### config.mk
export PLATFORM = sky130hd
export DESIGN_NAME = serv_rf_ram_clr
export DESIGN_NICKNAME = d
export VERILOG_FILES = /design/src/rtl/serv_rf_ram_clr.sv
export SDC_FILE = /design/constraint.sdc
export NUM_CORES = 1
export LEC_CHECK = 0
export BUFFER_PORTS_ARGS = -buffer_cell sky130_fd_sc_hd__buf_2
export CAP_MARGIN = 15
export CORE_ASPECT_RATIO = 0.6
export CORE_MARGIN = 2
export CORE_UTILIZATION = 40
export CTS_BUF_LIST = sky130_fd_sc_hd__clkbuf_16
export DETAILED_ROUTE_END_ITERATION = 7
export PLACE_DENSITY = 0.66
export SLEW_MARGIN = 20
export SYNTH_ARGS = -nofsm -noshare
export SYNTH_HDL_FRONTEND = slang
export SYNTH_SLANG_ARGS = --single-unit
### constraint.sdc
create_clock -name i_clk -period 4.4 [get_ports i_clk]
set_input_delay 0.22 -clock i_clk [delete_from_list [all_inputs] [get_ports i_clk]]
set_output_delay 0.22 -clock i_clk [all_outputs]
set_load 0.03 [all_outputs]
### src/rtl/serv_rf_ram_clr.sv
`default_nettype none
// ============================================================================
// Module      : serv_rf_ram_clr
// Description : Register-file storage for SERV. Single write port and single
//               registered read port over depth words of width+1 bits; the
//               extra bit is an even-parity bit over the data. After every
//               reset a hardware sweep clears the whole array to zero before
//               o_init_done is raised. Read-side parity mismatches set a
//               sticky error flag.
// Ports       : i_clk, i_rst        clock, synchronous active-high reset
//               o_init_done         high once the clear sweep has finished
//               i_waddr/i_wdata/i_wen/i_perr_inj   write port (+ parity inject)
//               i_raddr/o_rdata     read port, one cycle latency, read-first
//               o_perr/i_perr_clr   sticky parity error flag and its clear
// Revision    : 1.0 - initial release
// ============================================================================
module serv_rf_ram_clr #(
    parameter int width    = 8,
    parameter int csr_regs = 4,
    parameter int depth    = 32 * (32 + csr_regs) / width
) (
    input  logic                     i_clk,
    input  logic                     i_rst,
    output logic                     o_init_done,
    input  logic [$clog2(depth)-1:0] i_waddr,
    input  logic [width-1:0]         i_wdata,
    input  logic                     i_wen,
    input  logic                     i_perr_inj,
    input  logic [$clog2(depth)-1:0] i_raddr,
    output logic [width-1:0]         o_rdata,
    output logic                     o_perr,
    input  logic                     i_perr_clr
);

    localparam int c_aw = $clog2(depth);

    typedef enum logic [0:0] {
        S_INIT = 1'b0,
        S_RUN  = 1'b1
    } state_t;

    state_t            r_state;
    state_t            w_state_nxt;
    logic [c_aw-1:0]   r_clr_cnt;
    logic [c_aw-1:0]   w_clr_cnt_nxt;

    logic [width:0]    r_mem [depth];

    logic              w_mem_we;
    logic [c_aw-1:0]   w_mem_addr;
    logic [width:0]    w_mem_wdata;
    logic              w_rd_en;

    logic [width-1:0]  r_rdata;
    logic              r_rpar;
    logic              r_rvalid;
    logic              r_perr;

    // Depth need not be a power of two, so both ports range-check.
    logic              w_waddr_ok;
    logic              w_raddr_ok;
    logic              w_par_mis;

    assign w_waddr_ok = (32'(i_waddr) < depth);
    assign w_raddr_ok = (32'(i_raddr) < depth);

    // ------------------------------------------------------------------
    // State register
    // ------------------------------------------------------------------
    always_ff @(posedge i_clk) begin
        if (i_rst) begin
            r_state   <= S_INIT;
            r_clr_cnt <= '0;
        end else begin
            r_state   <= w_state_nxt;
            r_clr_cnt <= w_clr_cnt_nxt;
        end
    end

    // ------------------------------------------------------------------
    // Next-state and write-port steering
    // ------------------------------------------------------------------
    always_comb begin
        w_state_nxt   = r_state;
        w_clr_cnt_nxt = r_clr_cnt;
        w_mem_we      = 1'b0;
        w_mem_addr    = i_waddr;
        w_mem_wdata   = {^i_wdata ^ i_perr_inj, i_wdata};
        w_rd_en       = 1'b0;

        case (r_state)
            S_INIT: begin
                // Sweep owns the write port; external writes are ignored.
                w_mem_we      = 1'b1;
                w_mem_addr    = r_clr_cnt;
                w_mem_wdata   = '0;
                w_clr_cnt_nxt = r_clr_cnt + c_aw'(1);
                if (32'(r_clr_cnt) == depth - 1) begin
                    w_state_nxt = S_RUN;
                end
            end
            S_RUN: begin
                w_mem_we = i_wen && w_waddr_ok;
                w_rd_en  = 1'b1;
            end
            default: begin
                w_state_nxt = S_INIT;
            end
        endcase
    end

    // ------------------------------------------------------------------
    // Storage array: contents are left untouched while reset is held.
    // ------------------------------------------------------------------
    always_ff @(posedge i_clk) begin
        if (w_mem_we && !i_rst) begin
            r_mem[w_mem_addr] <= w_mem_wdata;
        end
    end

    // ------------------------------------------------------------------
    // Registered read port. Reading the array with a non-blocking update
    // alongside the write gives read-first behaviour on an address clash.
    // ------------------------------------------------------------------
    always_ff @(posedge i_clk) begin
        if (i_rst) begin
            r_rdata  <= '0;
            r_rpar   <= 1'b0;
            r_rvalid <= 1'b0;
        end else if (w_rd_en && w_raddr_ok) begin
            r_rdata  <= r_mem[i_raddr][width-1:0];
            r_rpar   <= r_mem[i_raddr][width];
            r_rvalid <= 1'b1;
        end else begin
            r_rdata  <= '0;
            r_rpar   <= 1'b0;
            r_rvalid <= 1'b0;
        end
    end

    // Parity of the word currently on o_rdata is checked one cycle later,
    // keeping the XOR tree off the array read path.
    assign w_par_mis = r_rvalid && (r_rpar != ^r_rdata);

    // A mismatch wins over a simultaneous clear.
    always_ff @(posedge i_clk) begin
        if (i_rst) begin
            r_perr <= 1'b0;
        end else if (w_par_mis) begin
            r_perr <= 1'b1;
        end else if (i_perr_clr) begin
            r_perr <= 1'b0;
        end
    end

    assign o_init_done = (r_state == S_RUN);
    assign o_rdata     = r_rdata;
    assign o_perr      = r_perr;

endmodule
`default_nettype wire

# Yosys cells after proc, flatten, opt, wreduce, memory -nomap -nowiden
# Memory sizes are Yosys's and may differ from the RTL's. A register that Yosys moved wholly into a read port is not among the register bits.
# Cells that the tools add are included.
[word_totals]
regBits = 11
ram_bits = 1296
input_bits = 29
word_cells = 33
memories = 1
[memory_table]
columns = ["name", "words", "width", "rd", "rd_clocked_by_memory_dff", "wr", "line", "text"]
rows = [
  ["r_mem", 144, 9, 1, 1, 1, "47", "logic [width:0] r_mem [depth];"],
]
[classes]
add_sub_neg = 1
magnitude_cmp = 2
eq_ne = 2
mux = 11
bitwise_logic = 3
n_reduce_logical = 9
[ops]
columns = ["op", "n"]
rows = [
  ["< comparator 8 bit (second input constant)", 2],
  ["parity 8 bit", 2],
  ["2-to-1 mux 9 bit", 1],
  ["adder 8 x 1 -> 8 bit (second input constant)", 1],
  ["equality test 8 bit (second input constant)", 1],
  ["2-to-1 mux 1 bit", 8],
  ["2-to-1 mux 8 bit", 1],
  ["logical AND 1 bit", 4],
  ["inverter 1 bit", 2],
  ["case mux 1 bit (2 select lines)", 1],
  ["nonzero test 2 bit", 1],
  ["OR reduction 2 bit", 1],
  ["zero test 1 bit", 1],
  ["!= test 1 bit", 1],
  ["XOR 1 bit", 1],
]

# Logic depth before layout (Yosys ltp)
[logic_depth]
ltp_word = 6
mapped_depth = 12

# Worst setup path after synthesis
# Ideal clock, no wire load.
[synth_timing]
kind = "register to register"
start = "register r_state (netlist: o_init_done)"
end = "memory r_mem[0][8] (netlist name), data pin"
t_arrival_ps = 3256
required_time_ps = 3823
path_slack_ps = 568
path_stages_with_launch = 5
path_buffers = 3
synth_period_minus_slack_ps = 3832
path_cell_list = "dfxtp_1 > clkbuf_1 > buf_1 > clkbuf_1 > and2_1"
[synth_between]
elab_chain_len = 1
[synth_rtl]
columns = ["item", "line", "text"]
rows = [
  ["start: declaration", "42", "state_t r_state;"],
  ["start signal: assignment", "75", "r_state <= w_state_nxt;"],
  ["2-to-1 mux 9 bit", "91", "case (r_state)"],
  ["via w_mem_wdata[8]", "51", "logic [width:0] w_mem_wdata;"],
  ["end: declaration", "47", ""],
]
# The timed path passes the listed nets, and every way through them passes these cells.

# Worst setup path after layout
[layout_timing]
start = "register r_state (netlist: o_init_done)"
end = "memory r_mem[55][8] (netlist name), enable pin"
[layout_between]
elab_chain_len = 5
elab_cells_between_ends = 6
classes_between = "4 x mux; 1 x bitwise; 1 x reduce/logical"
[layout_rtl]
columns = ["item", "line", "text"]
rows = [
  ["inverter 1 bit", "-", ""],
  ["case mux 1 bit (2 select lines)", "91", ""],
  ["logical AND 1 bit", "116", "if (w_mem_we && !i_rst) begin"],
  ["2-to-1 mux 1 bit", "116", ""],
  ["2-to-1 mux 1 bit (implied by the code)", "117", "r_mem[w_mem_addr] <= w_mem_wdata;"],
]
# Several ways; a longest one is shown, not always the timed one.

==> results_dict.tcl <==
set metrics [dict create \
    htree_levels 3 \
    gp_congestion 0.890 \
    die_y_um 283 \
    dpl.cell_count 4280 \
    ios 39 \
    status "complete, no violations" \
    drtPass1Iterations 6 \
    dr_total_vias 26700 \
    totalWireLength_um 135000 \
    critPathRequiredTime_ps 4740 \
    cts_tree "yes" \
    numCtsBuffers 110 \
    dp_slack_ps 977 \
    leakage_nw 19.7 \
    ys_warn_count 0 \
    wl_per_cell_um 30.0 \
    path_class "reg2reg" \
    ctsRootBufferMaster "clkbuf_16" \
    dieWidth_um 469 \
    dpl_cell_area_mm2 0.0546 \
    timing.final.crit_share_pct 80.9 \
    cts.path.max_buffers 3 \
    rsz0062_at_grt "no" \
    cp.arrival_ps 3900 \
    drive_gt1_share_pct 24.2 \
    layout.cells.non_filler 4483 \
    avgSynthCellArea_um2 20.7 \
    setup_viol 0 \
    synth-async-reset-ratio_pct 0 \
    grt.total_usage_pct 20.4 \
    synth_edf_count 1296 \
    worst-path-max-fanout 22 \
    clock_sinks 1316 \
    layout.cells.most_common "edfxtp_1" \
    start_util_pct 40.2 \
    final.setup.tns_ps 0 \
    cp-end-kind "register" \
    drt_iter0_markers 4070 \
    vias_per_cell 5.95 \
    final_cell_mix "1296 x edfxtp_1, 250 x mux4_2, 182 x mux2i_1, 181 x nor2_1, 144 x buf_4" \
    synth_ff_type "edfxtp_1" \
    synth_area_leaders "edfxtp_1 75%, mux4_2 11%, mux2i_1 3.5%, nor2_1 1.4%, mux2_2 0.96%" \
    max_freq_mhz 281 \
    post-route-drc-count 0 \
    critPathLaunchType "register" \
    drv_slew 0 \
    drv_cap 0 \
    grt_pass1_wl_um 193000 \
    rows 102 \
    clk_pin_slew_ps 70 \
    slew_headroom_pct 25.2 \
    synth.distinct_cells 63 \
    grt_max_degree 145 \
    dpl.hpwl_um 86800 \
    fin_area_mm2 0.0582 \
    gr-total-overflow 0 \
    synth_seq_area_share_pct 75.9 \
    power_density_mw_per_mm2 419 \
    area_delta_synth_final_pct 12.4 \
    skew_ps 40.9 \
    fp.coreArea_mm2 0.129 \
    synth_seq_cells 1316 \
    ant_nets 0 \
    yosysTopAreaCell "edfxtp_1" \
    hold_viol_final 0 \
    setup_ws_ps 841 \
    netlist_area_mm2 0.0518 \
    clk_latency_ps 750 \
    worstHoldPathType "in2reg" \
    die-area_mm2 0.132 \
    syn_inst 2501 \
    synth_top_area_share_pct 75.1 \
    portBuffers 38 \
    antenna_found_initial 7 \
    nets 2708 \
    layout_min_cycle_time_ps 3560 \
    cts_resized 0 \
    synth_nets 2531 \
    grt_pass1_vias 26000 \
    ir_drop_uv 373 \
    tightest_slew_ps 1120 \
]
## worst paths after layout
kind                      from      endpoint  slack (ps)  cells after the start
setup / recovery   o_init_done  r_mem[55][8]         840                      5
hold reg to reg   r_clr_cnt[6]  r_clr_cnt[6]         570                      2
hold / removal      i_raddr[7]    o_rdata[6]          50                      4
setup reg to reg   o_init_done  r_mem[55][8]         840                      5
## synthesized netlist by cell type (all sizes together), types with 2 or more instances
cell,number
inv,9
edfxtp,1296
nand3b,2
a311oi,2
nand3,21
o221ai,12
nor2,188
o221a,2
buf,100
o31ai,2
clkbuf,36
xnor2,17
xor2,5
a31oi,13
o22ai,11
or2,3
o32ai,5
mux2,44
a22o,4
dfxtp,20
and3,4
a22oi,62
o21ai,23
a211oi,14
or3,2
nor4b,3
a21oi,18
nor3b,3
mux2i,182
or2b,2
nand4,7
o2111ai,3
and2,12
a32o,3
nor3,12
mux4,265
nor2b,13
nand2,43
a221oi,12
nand2b,15
## stage by stage
stage	power [mW]	hold WS [ps]	util, %
after floorplan	14.5	432	-
after global placement	14.9	541	42.4
after detailed placement	14.9	559	42.4
after CTS	24.4	1.24	45.2
after global routing	24.9	86.4	45.2
final	24.4	54.5	45.2
## critical path, stage by stage, from the launching register on
cell and delay (ps):
dfxtp_2 510, buf_4 380, nand2_1 130, o22ai_1 360, nand2_1 730, nor2_1 1020
## final cells by class
type / instances / area [um2]
antenna: 1 / 2.50
sequential: 1316 / 39300
clock inverter: 89 / 742
inverter: 9 / 33.8
clock buffer: 111 / 2780
tap: 1716 / 2150
multi-input combinational: 1039 / 11500
timing repair buffer: 202 / 1680
fill: 10600 / 70600
## where the power goes
group | switching, mW | total (mW) | leakage [nW] | internal [mW]
Clock | 4.50 | 9.73 | 1.77 | 5.23
Sequential | 0.00785 | 13.6 | 13.0 | 13.6
Combinational | 0.627 | 1.05 | 4.95 | 0.428
## flip-flops by register name, summed over array words and instances, names as in the netlist
signal,count
r_rpar,1
o_perr,1
r_mem,1296
o_rdata,8
r_rvalid,1
o_init_done,1
r_clr_cnt,8
## logic make-up (layout without fill, tap and decap cells)
kind of cell	after synthesis	count (layout)	synth area share, %
xor gates and xnor gates	22	22	0.372
muxes	491	491	16.1
DFF	1316	1316	75.9
adders and majority gates	1	1	0.0242
buffers and inverters	146	411	2.00
AOI/OAI and AO/OA	193	193	2.72
other	0	1	0
and+or+nand+nor	332	332	2.87
## repair_timing
item	CTS	global route
setup buffers	0	0
endpoints found under the hold margin	10	0
hold buffers	2	0
## metal layers
layer	vias up	wire length [um]	global-route usage, %
met3	193	17200	6.18
met4	0	2950	4.79
met2	1682	55700	27.8
met1	14100	58800	31.7
met5	-	0	0
li1	10700	-	-
Note: power is estimated with default switching activity, not from simulation.
